===== src/rtl/filter_pkg.sv =====
// rtl/filter_pkg.sv - shared types and helpers for the filter path
// Purpose: frame geometry constants, output mode encoding, RGB444 pixel
//          type and the 6-bit grayscale reduction used by the Sobel block.
// Ports:   none (package).
package filter_pkg;

  localparam int H_ACT = 640;
  localparam int V_ACT = 480;

  typedef enum logic [1:0] {
    MODE_PASS     = 2'd0,
    MODE_GRAY     = 2'd1,
    MODE_EDGE     = 2'd2,
    MODE_EDGE_INV = 2'd3
  } mode_e;

  typedef struct packed {
    logic [3:0] r;
    logic [3:0] g;
    logic [3:0] b;
  } rgb444_t;

  // R + 2G + B, range 0..60; green weighted double as the eye sees it most.
  function automatic logic [5:0] rgb2gray6(input rgb444_t p);
    return {2'b00, p.r} + {1'b0, p.g, 1'b0} + {2'b00, p.b};
  endfunction

endpackage


===== src/rtl/sobel_grad.sv =====
// rtl/sobel_grad.sv - combinational Sobel gradient of a 3x3 gray window
// Purpose: computes horizontal and vertical Sobel gradients.
// Ports:   g00..g22 in  6-bit gray values, row 0 oldest, column 0 left
//          gx, gy   out signed 10-bit gradients, range +/-240
module sobel_grad (
  input  logic [5:0]        g00,
  input  logic [5:0]        g01,
  input  logic [5:0]        g02,
  input  logic [5:0]        g10,
  input  logic [5:0]        g11,
  input  logic [5:0]        g12,
  input  logic [5:0]        g20,
  input  logic [5:0]        g21,
  input  logic [5:0]        g22,
  output logic signed [9:0] gx,
  output logic signed [9:0] gy
);

  // a + 2b + c widened to 10 bits so the difference below cannot wrap.
  function automatic logic signed [9:0] tap3(input logic [5:0] a,
                                             input logic [5:0] b,
                                             input logic [5:0] c);
    return $signed({4'b0000, a} + {3'b000, b, 1'b0} + {4'b0000, c});
  endfunction

  // The centre pixel has zero weight in both kernels.
  logic [5:0] unused_centre;
  assign unused_centre = g11;

  assign gx = tap3(g02, g12, g22) - tap3(g00, g10, g20);
  assign gy = tap3(g20, g21, g22) - tap3(g00, g01, g02);

endmodule


===== src/rtl/sobel_window_filter.sv =====
// rtl/sobel_window_filter.sv - 3-stage Sobel/gray/passthrough window filter
// Purpose: reduces each registered 3x3 RGB444 window to one output pixel,
//          keeps x/y/de raster-aligned (3 cycle latency) and counts edge
//          pixels per complete frame.
// Ports:   clk, reset (sync, active-high)
//          win_de/win_x/win_y, p00..p22   input window and centre coordinate
//          mode, threshold                 filter select and edge level
//          out_de/out_x/out_y/out_pixel    filtered stream
//          edge_count, edge_count_valid    per-frame edge total and pulse
module sobel_window_filter #(
  parameter int H_ACT = filter_pkg::H_ACT,
  parameter int V_ACT = filter_pkg::V_ACT,
  parameter int CNT_W = 19
) (
  input  logic             clk,
  input  logic             reset,
  input  logic             win_de,
  input  logic [9:0]       win_x,
  input  logic [9:0]       win_y,
  input  logic [11:0]      p00,
  input  logic [11:0]      p01,
  input  logic [11:0]      p02,
  input  logic [11:0]      p10,
  input  logic [11:0]      p11,
  input  logic [11:0]      p12,
  input  logic [11:0]      p20,
  input  logic [11:0]      p21,
  input  logic [11:0]      p22,
  input  logic [1:0]       mode,
  input  logic [8:0]       threshold,
  output logic             out_de,
  output logic [9:0]       out_x,
  output logic [9:0]       out_y,
  output logic [11:0]      out_pixel,
  output logic [CNT_W-1:0] edge_count,
  output logic             edge_count_valid
);
  import filter_pkg::*;

  localparam logic [9:0] X_LAST = 10'(H_ACT - 1);
  localparam logic [9:0] Y_LAST = 10'(V_ACT - 1);

  // Stage 1: gray conversion; index 0 = p00 ... index 8 = p22.
  logic            s1_de;
  logic [9:0]      s1_x, s1_y;
  logic [8:0][5:0] s1_g;
  rgb444_t         s1_c;
  mode_e           s1_mode;
  logic [8:0]      s1_thr;

  always_ff @(posedge clk) begin
    if (reset) begin
      s1_de   <= 1'b0;
      s1_x    <= '0;
      s1_y    <= '0;
      s1_g    <= '0;
      s1_c    <= '0;
      s1_mode <= MODE_PASS;
      s1_thr  <= '0;
    end else begin
      s1_de   <= win_de;
      s1_x    <= win_x;
      s1_y    <= win_y;
      s1_g    <= {rgb2gray6(p22), rgb2gray6(p21), rgb2gray6(p20),
                  rgb2gray6(p12), rgb2gray6(p11), rgb2gray6(p10),
                  rgb2gray6(p02), rgb2gray6(p01), rgb2gray6(p00)};
      s1_c    <= p11;
      s1_mode <= mode_e'(mode);
      s1_thr  <= threshold;
    end
  end

  // Stage 2: gradients.
  logic signed [9:0] gx_w, gy_w;

  sobel_grad u_grad (
    .g00(s1_g[0]), .g01(s1_g[1]), .g02(s1_g[2]),
    .g10(s1_g[3]), .g11(s1_g[4]), .g12(s1_g[5]),
    .g20(s1_g[6]), .g21(s1_g[7]), .g22(s1_g[8]),
    .gx (gx_w),
    .gy (gy_w)
  );

  logic              s2_de;
  logic [9:0]        s2_x, s2_y;
  logic signed [9:0] s2_gx, s2_gy;
  rgb444_t           s2_c;
  logic [5:0]        s2_gc;
  mode_e             s2_mode;
  logic [8:0]        s2_thr;

  always_ff @(posedge clk) begin
    if (reset) begin
      s2_de   <= 1'b0;
      s2_x    <= '0;
      s2_y    <= '0;
      s2_gx   <= '0;
      s2_gy   <= '0;
      s2_c    <= '0;
      s2_gc   <= '0;
      s2_mode <= MODE_PASS;
      s2_thr  <= '0;
    end else begin
      s2_de   <= s1_de;
      s2_x    <= s1_x;
      s2_y    <= s1_y;
      s2_gx   <= gx_w;
      s2_gy   <= gy_w;
      s2_c    <= s1_c;
      s2_gc   <= s1_g[4];
      s2_mode <= s1_mode;
      s2_thr  <= s1_thr;
    end
  end

  // Stage 3: magnitude, edge decision and output mux.
  logic [9:0]  abs_x, abs_y, mag;
  logic        edge_w;
  logic [11:0] pix_w;

  assign abs_x  = s2_gx[9] ? 10'(-s2_gx) : 10'(s2_gx);
  assign abs_y  = s2_gy[9] ? 10'(-s2_gy) : 10'(s2_gy);
  assign mag    = abs_x + abs_y;
  assign edge_w = mag > {1'b0, s2_thr};

  always_comb begin
    pix_w = 12'h000;
    case (s2_mode)
      MODE_PASS:     pix_w = s2_c;
      MODE_GRAY:     pix_w = {s2_gc[5:2], s2_gc[5:2], s2_gc[5:2]};
      MODE_EDGE:     pix_w = edge_w ? 12'hFFF : 12'h000;
      MODE_EDGE_INV: pix_w = edge_w ? 12'h000 : 12'hFFF;
      default:       pix_w = 12'h000;
    endcase
  end

  logic first_px, last_px;
  assign first_px = (s2_x == 10'd0) && (s2_y == 10'd0);
  assign last_px  = (s2_x == X_LAST) && (s2_y == Y_LAST);

  logic [CNT_W-1:0] acc;
  logic             frame_started;

  always_ff @(posedge clk) begin
    if (reset) begin
      out_de           <= 1'b0;
      out_x            <= '0;
      out_y            <= '0;
      out_pixel        <= '0;
      acc              <= '0;
      frame_started    <= 1'b0;
      edge_count       <= '0;
      edge_count_valid <= 1'b0;
    end else begin
      out_de           <= s2_de;
      out_x            <= s2_x;
      out_y            <= s2_y;
      out_pixel        <= s2_de ? pix_w : 12'h000;
      edge_count_valid <= 1'b0;
      if (s2_de) begin
        if (first_px) begin
          acc           <= CNT_W'(edge_w);
          frame_started <= 1'b1;
        end else begin
          acc <= acc + CNT_W'(edge_w);
        end
        // A frame entered mid-way (after reset) never publishes a count.
        if (last_px && frame_started) begin
          edge_count       <= acc + CNT_W'(edge_w);
          edge_count_valid <= 1'b1;
        end
      end
    end
  end

endmodule


===== config.mk =====
export PLATFORM = sky130hd
export DESIGN_NAME = sobel_window_filter
export DESIGN_NICKNAME = d
export VERILOG_FILES = /design/src/rtl/filter_pkg.sv /design/src/rtl/sobel_grad.sv /design/src/rtl/sobel_window_filter.sv
export SDC_FILE = /design/constraint.sdc
export NUM_CORES = 1
export LEC_CHECK = 0
export CAP_MARGIN = 20
export CORE_ASPECT_RATIO = 0.8
export CORE_MARGIN = 4
export CORE_UTILIZATION = 49
export CTS_CLUSTER_SIZE = 30
export DETAILED_ROUTE_END_ITERATION = 8
export PLACE_DENSITY_LB_ADDON = 0.12
export SLEW_MARGIN = 10
export SYNTH_ARGS = -nofsm -noshare
export SYNTH_HDL_FRONTEND = slang
export SYNTH_SLANG_ARGS = --single-unit
export TNS_END_PERCENT = 50

===== constraint.sdc =====
create_clock -name clk -period 4.8 [get_ports clk]
set_input_delay 0.72 -clock clk [delete_from_list [all_inputs] [get_ports clk]]
set_output_delay 0.72 -clock clk [all_outputs]
set_load 0.01 [all_outputs]

# [Word-level counts from Yosys, hierarchy flattened]
# Cells that the tools add are included.
[op_classes] add_sub_neg=32 order_cmp=1 n_eq_ne=5 n_mux=7 bitwise=1 n_reduce_logical=9
[op_table] cell="4-bit by 5-bit adder with 6-bit output" count=9
[op_table] cell="6-bit by 4-bit adder with 6-bit output" count=9
[op_table] cell="12-bit case mux with 4 select lines" count=1
[op_table] cell="10-bit by 6-bit adder with 10-bit output" count=4
[op_table] cell="6-bit by 7-bit adder with 8-bit output" count=4
[op_table] cell="12-bit two-way mux" count=2
[op_table] cell="10-bit zero test" count=2
[op_table] cell="10-bit two-way mux" count=2
[op_table] cell="10-bit negation" count=2
[op_table] cell="10-bit subtractor" count=2
[op_table] cell="19-bit by 1-bit adder with 19-bit output" count=1
[op_table] cell="19-bit two-way mux" count=1
[op_table] cell="10-bit adder" count=1
[op_table] cell="10-bit equality test (second input constant)" count=1
[op_table] cell="10-bit by 9-bit equality test with 1-bit output (second input constant)" count=1
[op_table] cell="10-bit by 9-bit > comparator with 1-bit output" count=1
[op_table] cell="2-bit equality test (second input constant)" count=2
[op_table] cell="2-bit AND reduction" count=2
[op_table] cell="1-bit logical AND" count=3
[op_table] cell="2-bit by 1-bit equality test with 1-bit output (second input constant)" count=1
[op_table] cell="2-bit zero test" count=1
[op_table] cell="2-bit OR reduction" count=1
[op_table] cell="1-bit two-way mux" count=1
[op_table] cell="1-bit inverter" count=1
[word_totals] reg_bits=241 inputBits=142 output_inout_bits=53 elab_cells=91

# [Logic depth before layout (Yosys ltp)]
# Gate-level depths: netlist (run 1).
[depth] depth_word=6 depth_mapped=28 mapped_depth_nobuf=27

# [Cells and area by module]
# A second synthesis (run 1) with hierarchy kept.
[hier_totals] hier_cells=1213 area_unflattened_um2=12136.6
[modules_own_cells] module="sobel_window_filter" n_inst=1 cells_per_inst=993 area_each_um2=10153.5 seq_area_each_um2=4784.6
[modules_own_cells] module="sobel_grad" n_inst=1 cells_per_inst=220 area_each_um2=1983.2 seq_area_each_um2=0.0

# [Worst setup path after synthesis (run 1)]
# OpenSTA, ideal clock, no wires.
[synth_path] path_kind="register to register" start="reg s2_gx[0]" end="reg edge_count[10]" setup_ns=0.081 t_arrival_ns=4.516 required_time_ns=4.719 path_slack_ns=0.203 stages_incl_launch_ff=28 n_path_buf=1 synth_period_minus_slack_ns=4.597 path_cell_list="dfxtp_1 -> inv_1 -> ha_1 -> nand2_1 -> o21ai_0 -> ha_1 -> a211oi_1 -> nor2_1 -> o21a_1 -> nor2_1 -> o21bai_1 -> a21oi_1 -> xnor2_1 -> ha_1 -> a21o_1 -> a21oi_1 -> o31ai_1 -> o21bai_1 -> nand2_1 -> ha_1 -> ha_1 -> and3_1 -> buf_2 -> nand3_1 -> inv_1 -> and3_1 -> xnor2_1 -> a211oi_2"
[synth_between] elab_chain_len=5
[synth_lines] element="start: declaration" line="sobel_window_filter.sv:86" source="logic signed [9:0] s2_gx, s2_gy;"
[synth_lines] element="start signal: assignment" line="sobel_window_filter.sv:107" source="s2_gx <= gx_w;"
[synth_lines] element="10-bit negation" line="sobel_window_filter.sv:121" source="assign abs_x = s2_gx[9] ? 10'(-s2_gx) : 10'(s2_gx);"
[synth_lines] element="10-bit two-way mux (*)" line="sobel_window_filter.sv:121"
[synth_lines] element="10-bit adder (*)" line="sobel_window_filter.sv:123" source="assign mag = abs_x + abs_y;"
[synth_lines] element="10-bit by 9-bit > comparator with 1-bit output (*)" line="sobel_window_filter.sv:124" source="assign edge_w = mag > {1'b0, s2_thr};"
[synth_lines] element="19-bit by 1-bit adder with 19-bit output (*)" line="sobel_window_filter.sv:169" source="edge_count <= acc + CNT_W'(edge_w);"
[synth_lines] element="end signal: assignment" line="sobel_window_filter.sv:169"
[synth_lines] element="end: declaration" line="sobel_window_filter.sv:35" source="output logic [CNT_W-1:0] edge_count,"
# Mark *: on every way between the ends. The rest lies on a longest branch, timed or not.
# A chain may end at the register's enable or synchronous reset.

# [Worst setup path after layout (run 1)]
[layout_path] start="reg s2_gy[1]" end="reg acc[10]"
[layout_between] elab_chain_len=6
[layout_lines] element="start: declaration" line="sobel_window_filter.sv:86"
[layout_lines] element="start signal: assignment" line="sobel_window_filter.sv:108" source="s2_gy <= gy_w;"
[layout_lines] element="10-bit negation" line="sobel_window_filter.sv:122" source="assign abs_y = s2_gy[9] ? 10'(-s2_gy) : 10'(s2_gy);"
[layout_lines] element="10-bit two-way mux (*)" line="sobel_window_filter.sv:122"
[layout_lines] element="10-bit adder (*)" line="sobel_window_filter.sv:123"
[layout_lines] element="10-bit by 9-bit > comparator with 1-bit output (*)" line="sobel_window_filter.sv:124"
[layout_lines] element="19-bit by 1-bit adder with 19-bit output (*)" line="sobel_window_filter.sv:165" source="acc <= acc + CNT_W'(edge_w);"
[layout_lines] element="19-bit two-way mux (*)" line="sobel_window_filter.sv:161" source="if (first_px) begin"
[layout_lines] element="end signal: assignment" line="sobel_window_filter.sv:162" source="acc <= CNT_W'(edge_w);"
[layout_lines] element="end signal: assignment" line="sobel_window_filter.sv:165"
[layout_lines] element="end: declaration" line="sobel_window_filter.sv:141" source="logic [CNT_W-1:0] acc;"
# Marked as above.

==> results of run 1 <==
==> power by group <==
part	leakage [nW]	switching [mW]	total, mW	internal [mW]
Combinational	3.93	2.37	4.49	2.12
Sequential	1.95	0.146	2.32	2.18
Clock	0.404	0.725	1.91	1.18
==> cells by family after synthesis <==
family | count (synthesis) | share of synthesized area (%)
simple gates | 385 | 17.58
flops | 237 | 39.43
compound gates | 194 | 10.36
fa+ha+maj | 177 | 22.46
buf+inv | 142 | 4.762
xor+xnor | 72 | 5.241
mux | 2 | 0.1664
==> registers in the layout, indices dropped and copies added (netlist names), 2 cells and up <==
signal and cells:
s1_mode 2, s1_x 10, s2_x 10, out_pixel 12, s1_y 10, s1_thr 9, s2_mode 2, acc 19
s2_y 10, s1_g 52, s2_gy 10, out_y 10, s2_thr 9, s2_gc 4, s1_c 12, out_x 10
s2_c 12, s2_gx 10, edge_count 19
==> layer usage <==
metal	up-vias	wire [µm]
met5	-	0
met4	0	372
met3	26	1162
met2	161	10730
met1	3847	10940
li1	4384	-
==> worst max-delay path, cell delays in order, from the launching register on <==
cell      delay [ns]
dfxtp_2         0.33
inv_1           0.09
ha_2            0.27
nand2_1         0.09
o21ai_2         0.08
ha_1            0.32
a211oi_2        0.22
nor2_2          0.07
o21a_1          0.18
nor2_2          0.14
o21bai_1        0.11
a21oi_2         0.17
xnor2_1         0.15
ha_1            0.27
a21o_1          0.17
a21oi_2         0.14
o31ai_2         0.08
o21bai_1        0.19
nand2_1         0.11
ha_2            0.22
ha_1            0.18
and3_4          0.21
nand3_4         0.10
inv_2           0.06
and3_4          0.20
o21ai_2         0.12
nand2_1         0.08
a21oi_2         0.14
==> cell type report <==
| cell class | count | area, µm² | share of cell area, % |
|---|---|---|---|
| multi-input cells | 830 | 6875 | 44.86 |
| well taps | 318 | 397.9 | 2.596 |
| repair buffers | 213 | 2098 | 13.69 |
| flip-flops and latches | 237 | 4747 | 30.97 |
| clock inverters | 7 | 118.9 | 0.7756 |
| inverters | 102 | 382.9 | 2.498 |
| clock buffers | 33 | 705.7 | 4.604 |
==> placed cells by master, fill, tap and decap left out, drive strengths merged, types with 4 or more instances in the layout <==
| cell | instances |
|---|---|
| fa | 65 |
| and3 | 9 |
| o21a | 4 |
| a21o | 18 |
| nor2 | 78 |
| nand4 | 8 |
| xor2 | 22 |
| clkbuf | 33 |
| a21boi | 13 |
| o21bai | 7 |
| a211oi | 22 |
| dfxtp | 237 |
| nand2 | 37 |
| buf | 20 |
| ha | 112 |
| a31oi | 4 |
| o31ai | 5 |
| clkdlybuf4s50 | 193 |
| a21oi | 66 |
| o21ai | 44 |
| inv | 103 |
| nand3b | 14 |
| xnor2 | 50 |
| nor2b | 159 |
| nand3 | 11 |
| nand2b | 24 |
| nor4 | 5 |
| nor3 | 29 |
==> synth_stat cells, drive strengths merged (2+ instances only) <==
cell type,n,area [µm²]
and3,9,56.30
buf,11,81.33
nor2b,159,994.7
nand3,11,55.05
and2,3,18.77
a21o,18,135.1
nand3b,14,105.1
nand2,37,138.9
clkbuf,29,108.9
a21boi,13,97.59
nor4,5,31.28
a211oi,22,225.2
mux2i,2,20.02
nor3b,2,20.02
nor2,78,292.8
and4,2,17.52
inv,102,382.9
o31ai,5,37.54
nand4,8,50.05
a31oi,4,25.02
xor2,22,192.7
nand2b,24,150.1
a21oi,66,330.3
ha,112,1401
fa,65,1301
nor3,29,155.2
dfxtp,237,4745
xnor2,50,437.9
o21bai,7,52.55
or2,2,12.51
o21ai,44,220.2
o21a,4,30.03
o41ai,3,26.28
a22oi,3,22.52
==> through the flow <==
stage | total power [mW] | instance area (µm²) | hold WS (ns) | std cells | setup WS [ns]
2_1_floorplan | 5.472 | 12030 | 0.4138 | 1209 | 0.2029
3_3_place_gp | 6.542 | 14320 | 0.4151 | 1696 | 0.01049
3_5_place_dp | 6.628 | 14320 | 0.4218 | 1696 | -0.2093
4_1_cts | 8.638 | 15170 | 0.4342 | 1737 | 0.01464
5_1_grt | 9.531 | 15330 | 0.4383 | 1740 | -0.04736
6_report | 8.728 | 15330 | 0.4315 | 1740 | 0.2434
==> final timing paths <==
| kind | start | to | slack [ns] | cells past startpoint |
|---|---|---|---|---|
| worst max-delay path | s2_gy[1] | acc[10] | 0.24 | 27 |
| worst min-delay path | s1_x[3] | s2_x[3] | 0.43 | 1 |
| worst max register to register | s2_gy[1] | acc[10] | 0.24 | 27 |
| worst min register to register | s1_x[3] | s2_x[3] | 0.43 | 1 |
==> what timing repair did <==
action,CTS,global route
setup endpoints to repair,18,29
resized for setup,8,36
pin swaps,4,19
buffers inserted,1,3
==> results.cfg, run 1 <==
[grt]
track_usage_pct = 16.76
gr-total-overflow = 0
antenna_found_initial = 0
grt_pass1_vias = 8217
use_met2_pct = 28.04
grt_max_degree = 118
use_met1_pct = 22.87
grt_pass1_wl_um = 38450
met3_usage_pct = 3.032
grt-busiest-layer = met2

[die]
die_area_um2 = 27140
ioPinCount = 195
std_cell_rows = 51
fp.dieH_um = 148.2
start_util_pct = 49.62
coreArea_um2 = 24250
die_w_um = 183.2

[detailed_routing]
drt-wirelength-per-cell_um = 13.34
antenna_left = 0
firstDrtPassIters = 4
viasPerCell = 4.838
finalWirelength_um = 23210
vias = 8418
first_iter_violations = 309
route.detailed.drc = 0

[synthesis]
async_flop_share_pct = 0
ys_ff_latch = 237
syn_inst = 1209
synthFlopType = dfxtp_1
synth_cell_types = 48
seq_area_frac_synth_pct = 39.43
synth.avg_cell_area_um2 = 9.953
syn_nets = 1528
synth_area_um2 = 12030
synth-edff-count = 0
ys_warn_count = 0

[power]
powerDensity_nw_per_um2 = 569.5
peakVddDrop_uv = 360.0
leakage_nw = 6.285

[cts]
cts_hold_buf = 0
numCtsBuffers = 24
clk_latency_ns = 0.50
cts_buffer_depth = 3
tritoncts = done
cts_root_buf = clkbuf_16
h-tree-depth = 1
cts_sinks = 237
clk_transition_reported_paths_ns = 0.06

[setup_path]
end_kind = register
crit_fanout = 5
start_kind = register
arrival_ns = 4.98
critPathRequiredTime_ns = 5.23
critPathKind = reg2reg

[finish]
area_growth_pct = 27.37
utilization_pct = 63.20
num_antenna_cells = 0
drive_above_1_share_pct = 7.736
layout.nets = 1727
fillers = 2048

[outcome]
status = finished, final reports clean

[timing]
max_freq_mhz = 219.5
fin_skew_ns = 0.008381
slew_headroom_pct = 38.44
finalSetupViolations = 0
tns_ns = 0
period_share_pct = 94.93
report.final.slew_viol_count = 0
finalHoldViolCount = 0
period_needed_ns = 4.557
worstMarginPinSlew_ns = 0.9185

[placed_design]
port_buffers = 194
dp_hpwl_um = 17730
gp_congestion = 0.8006

[run]
max_cap_viol_count = 0

[hold_path]
min_path_type = reg2reg
No activity file was read; power rests on OpenSTA's default activity.
==> inputs of run 2 (changes only) <==
==> constraint.sdc (replaced) <==
create_clock -name clk -period 4.8 [get_ports clk]
set_input_delay 0.72 -clock clk [delete_from_list [all_inputs] [get_ports clk]]
set_output_delay 0.72 -clock clk [all_outputs]
set_load 0.1 [all_outputs]
==> results of run 2 <==
The final DEF is identical to that of run 1. Status: finished, final reports clean.
Among the figures that moved: total power 8.728 mW -> 8.787 mW; worst IR drop on VDD 360.0 µV -> 360.3 µV
==> inputs of run 3 (changes only) <==
--- a/config.mk
+++ b/config.mk
@@ -11,6 +11,7 @@
 export CORE_UTILIZATION = 49
 export CTS_CLUSTER_SIZE = 30
 export DETAILED_ROUTE_END_ITERATION = 8
+export GPL_TIMING_DRIVEN = 0
 export PLACE_DENSITY_LB_ADDON = 0.12
 export SLEW_MARGIN = 10
 export SYNTH_ARGS = -nofsm -noshare
==> run 3 against run 2 <==
Compared with the run above: fmax barely moved; routed wire length rose by 7.8%; largest power group unchanged; first-iteration DRC count rose by 25%; core utilization rose by 0.23 points; clock-buffer cell count fell by 2.
==> results.cfg, run 3 (synthesized netlist as in run 1, its figures left out) <==
[power]
p_clk_share_pct = 20.4
powerDensity_nw_per_um2 = 568.5
peakVddDrop_uv = 392.6
seqPwrFrac_pct = 26.5
totalPowerFinal_mw = 8.745
leakage_nw = 6.259
switching_share_pct = 38.38
combPwrFrac_pct = 53.1
p_switching_mw = 3.357
p_int_mw = 5.388

[detailed_routing]
drt-wirelength-per-cell_um = 14.14
route.detailed.drc = 0
finalWirelength_um = 25020
antenna_left = 0
vias = 8690
first_iter_violations = 385
viasPerCell = 4.912
firstDrtPassIters = 5

[timing]
finalHoldViolCount = 0
slew_headroom_pct = 33.05
report.final.slew_viol_count = 0
period_share_pct = 94.95
max_freq_mhz = 219.4
period_needed_ns = 4.558
worstMarginPinSlew_ns = 1.001
finalSetupViolations = 0
fin_ws_ns = 0.2425
fin_skew_ns = 0.008821

[setup_path]
cp_top_family = compound AO/OA/AOI/OAI gates
critPathRequiredTime_ns = 5.22
rr_worst_depth = 27
crit_fanout = 5
path_depth = 27
crit_buf_inv = 3
ff2ff_setup_slack_ns = 0.24
r2r-end = edge_count[10]
cpMaxStageDelayCell = dfxtp_2
r2r_start = s2_gy[0]
start_kind = register
crit_path_frequent_cell = ha_4
arrival_ns = 4.97
cpPeakStageDelay_ns = 0.36
critPathKind = reg2reg
end_kind = register

[grt]
gr-total-overflow = 0
grt_pass1_vias = 8587
grt_pass1_wl_um = 40940
grt_max_degree = 16
track_usage_pct = 18.20
antenna_found_initial = 0

[placed_design]
pre_cts_ws_ns = -0.6115
place_area_um2 = 14360
port_buffers = 193
dp_hpwl_um = 19930
gp_congestion = 0.8719
dp.cells = 1720

[cts]
cts_buffer_depth = 3
numCtsBuffers = 23
clk_latency_ns = 0.50
cts_hold_buf = 0
tritoncts = done
clk_transition_reported_paths_ns = 0.06
cts_sinks = 237
h-tree-depth = 1
cts_root_buf = clkbuf_16

[finish]
regMostFlops = s1_g
final_common_cell = dfxtp_1
layout.nets = 1754
area_growth_pct = 27.83
final_cell_mix = dfxtp_1 (233), clkdlybuf4s50_1 (193), nor2b_1 (159)
stdcell_area_um2 = 15380
final_cells = 1769
num_antenna_cells = 0
drive_above_1_share_pct = 7.719
reg_top3 = s1_g: 52 flops, acc: 19 flops, edge_count: 19 flops
utilization_pct = 63.43
largest_reg_flops = 52

[hold_path]
whs_path_depth = 1
min_to = s2_x[5]
min_from = s1_x[5]
min_path_type = reg2reg

[die]
ioPinCount = 195
coreArea_um2 = 24250
die_area_um2 = 27140
die_w_um = 183.2
std_cell_rows = 51
start_util_pct = 49.62
fp.dieH_um = 148.2

[outcome]
status = finished, final reports clean

[run]
max_cap_viol_count = 0
## run 3: cell types whose count changed in the layout (fill, tap and decap cells not counted), moves of 4 or more
cell	change
xnor2_1	-4
clkbuf_1	+30
buf_2	+4
xnor2_2	+4
buf_4	-9
## run 3: worst max-delay path by stage
stage | from | endpoint | slack, ns
6_report | s2_gy[0] | edge_count[10] | 0.24
5_1_grt | s2_gx[9] | acc[10] | -0.007
4_1_cts | s2_gx[1] | edge_count[10] | 0.01
3_5_place_dp | s2_gx[0] | edge_count[14] | -0.61
3_3_place_gp | s2_gy[1] | edge_count[14] | -0.61
2_1_floorplan | s2_gx[0] | edge_count[10] | 0.20
## run 3: final cells by class
| class | count | area [µm²] |
|---|---|---|
| clock inverter | 10 | 111.4 |
| buffer | 40 | 196.4 |
| inverter | 102 | 382.9 |
| sequential | 237 | 4752 |
| multi-input combinational | 830 | 6903 |
| clock buffer | 31 | 645.6 |
| timing repair buffer | 201 | 1992 |
| tap | 318 | 397.9 |
| fill | 2061 | 8867 |
## run 3: timing repair
item                                    4_1_cts  5_1_grt
pin swaps                                     7       21
endpoints found under the setup margin       30       26
setup buffers                                 5        3
gates resized for setup                      22       31
## run 3: power groups by stage
stage / sequential, mW / combinational (mW) / clock [mW]
2_1_floorplan: 2.38 / 3.15 / 0
3_3_place_gp: 2.35 / 4.10 / 0
3_5_place_dp: 2.35 / 4.19 / 0
4_1_cts: 2.31 / 4.49 / 1.83
5_1_grt: 2.34 / 5.27 / 1.91
6_report: 2.32 / 4.65 / 1.78
## run 3: routing by layer
layer  global-route usage, %  vias up  share of wire [%]
li1                        -     4447                  -
met1                   25.47     4006                 48
met2                   29.76      196                 45
met3                   3.007       41                5.2
met4                   4.356        0                2.2
met5                       0        -                  0
## run 3: through the flow
stage / TNS, ns / hold slack, ns
finish: 0 / 0.4328
global route: -0.006937 / 0.4494
CTS: 0 / 0.4350
detailed placement: -10.05 / 0.4204
global placement: -9.596 / 0.4189
floorplan: 0 / 0.4138
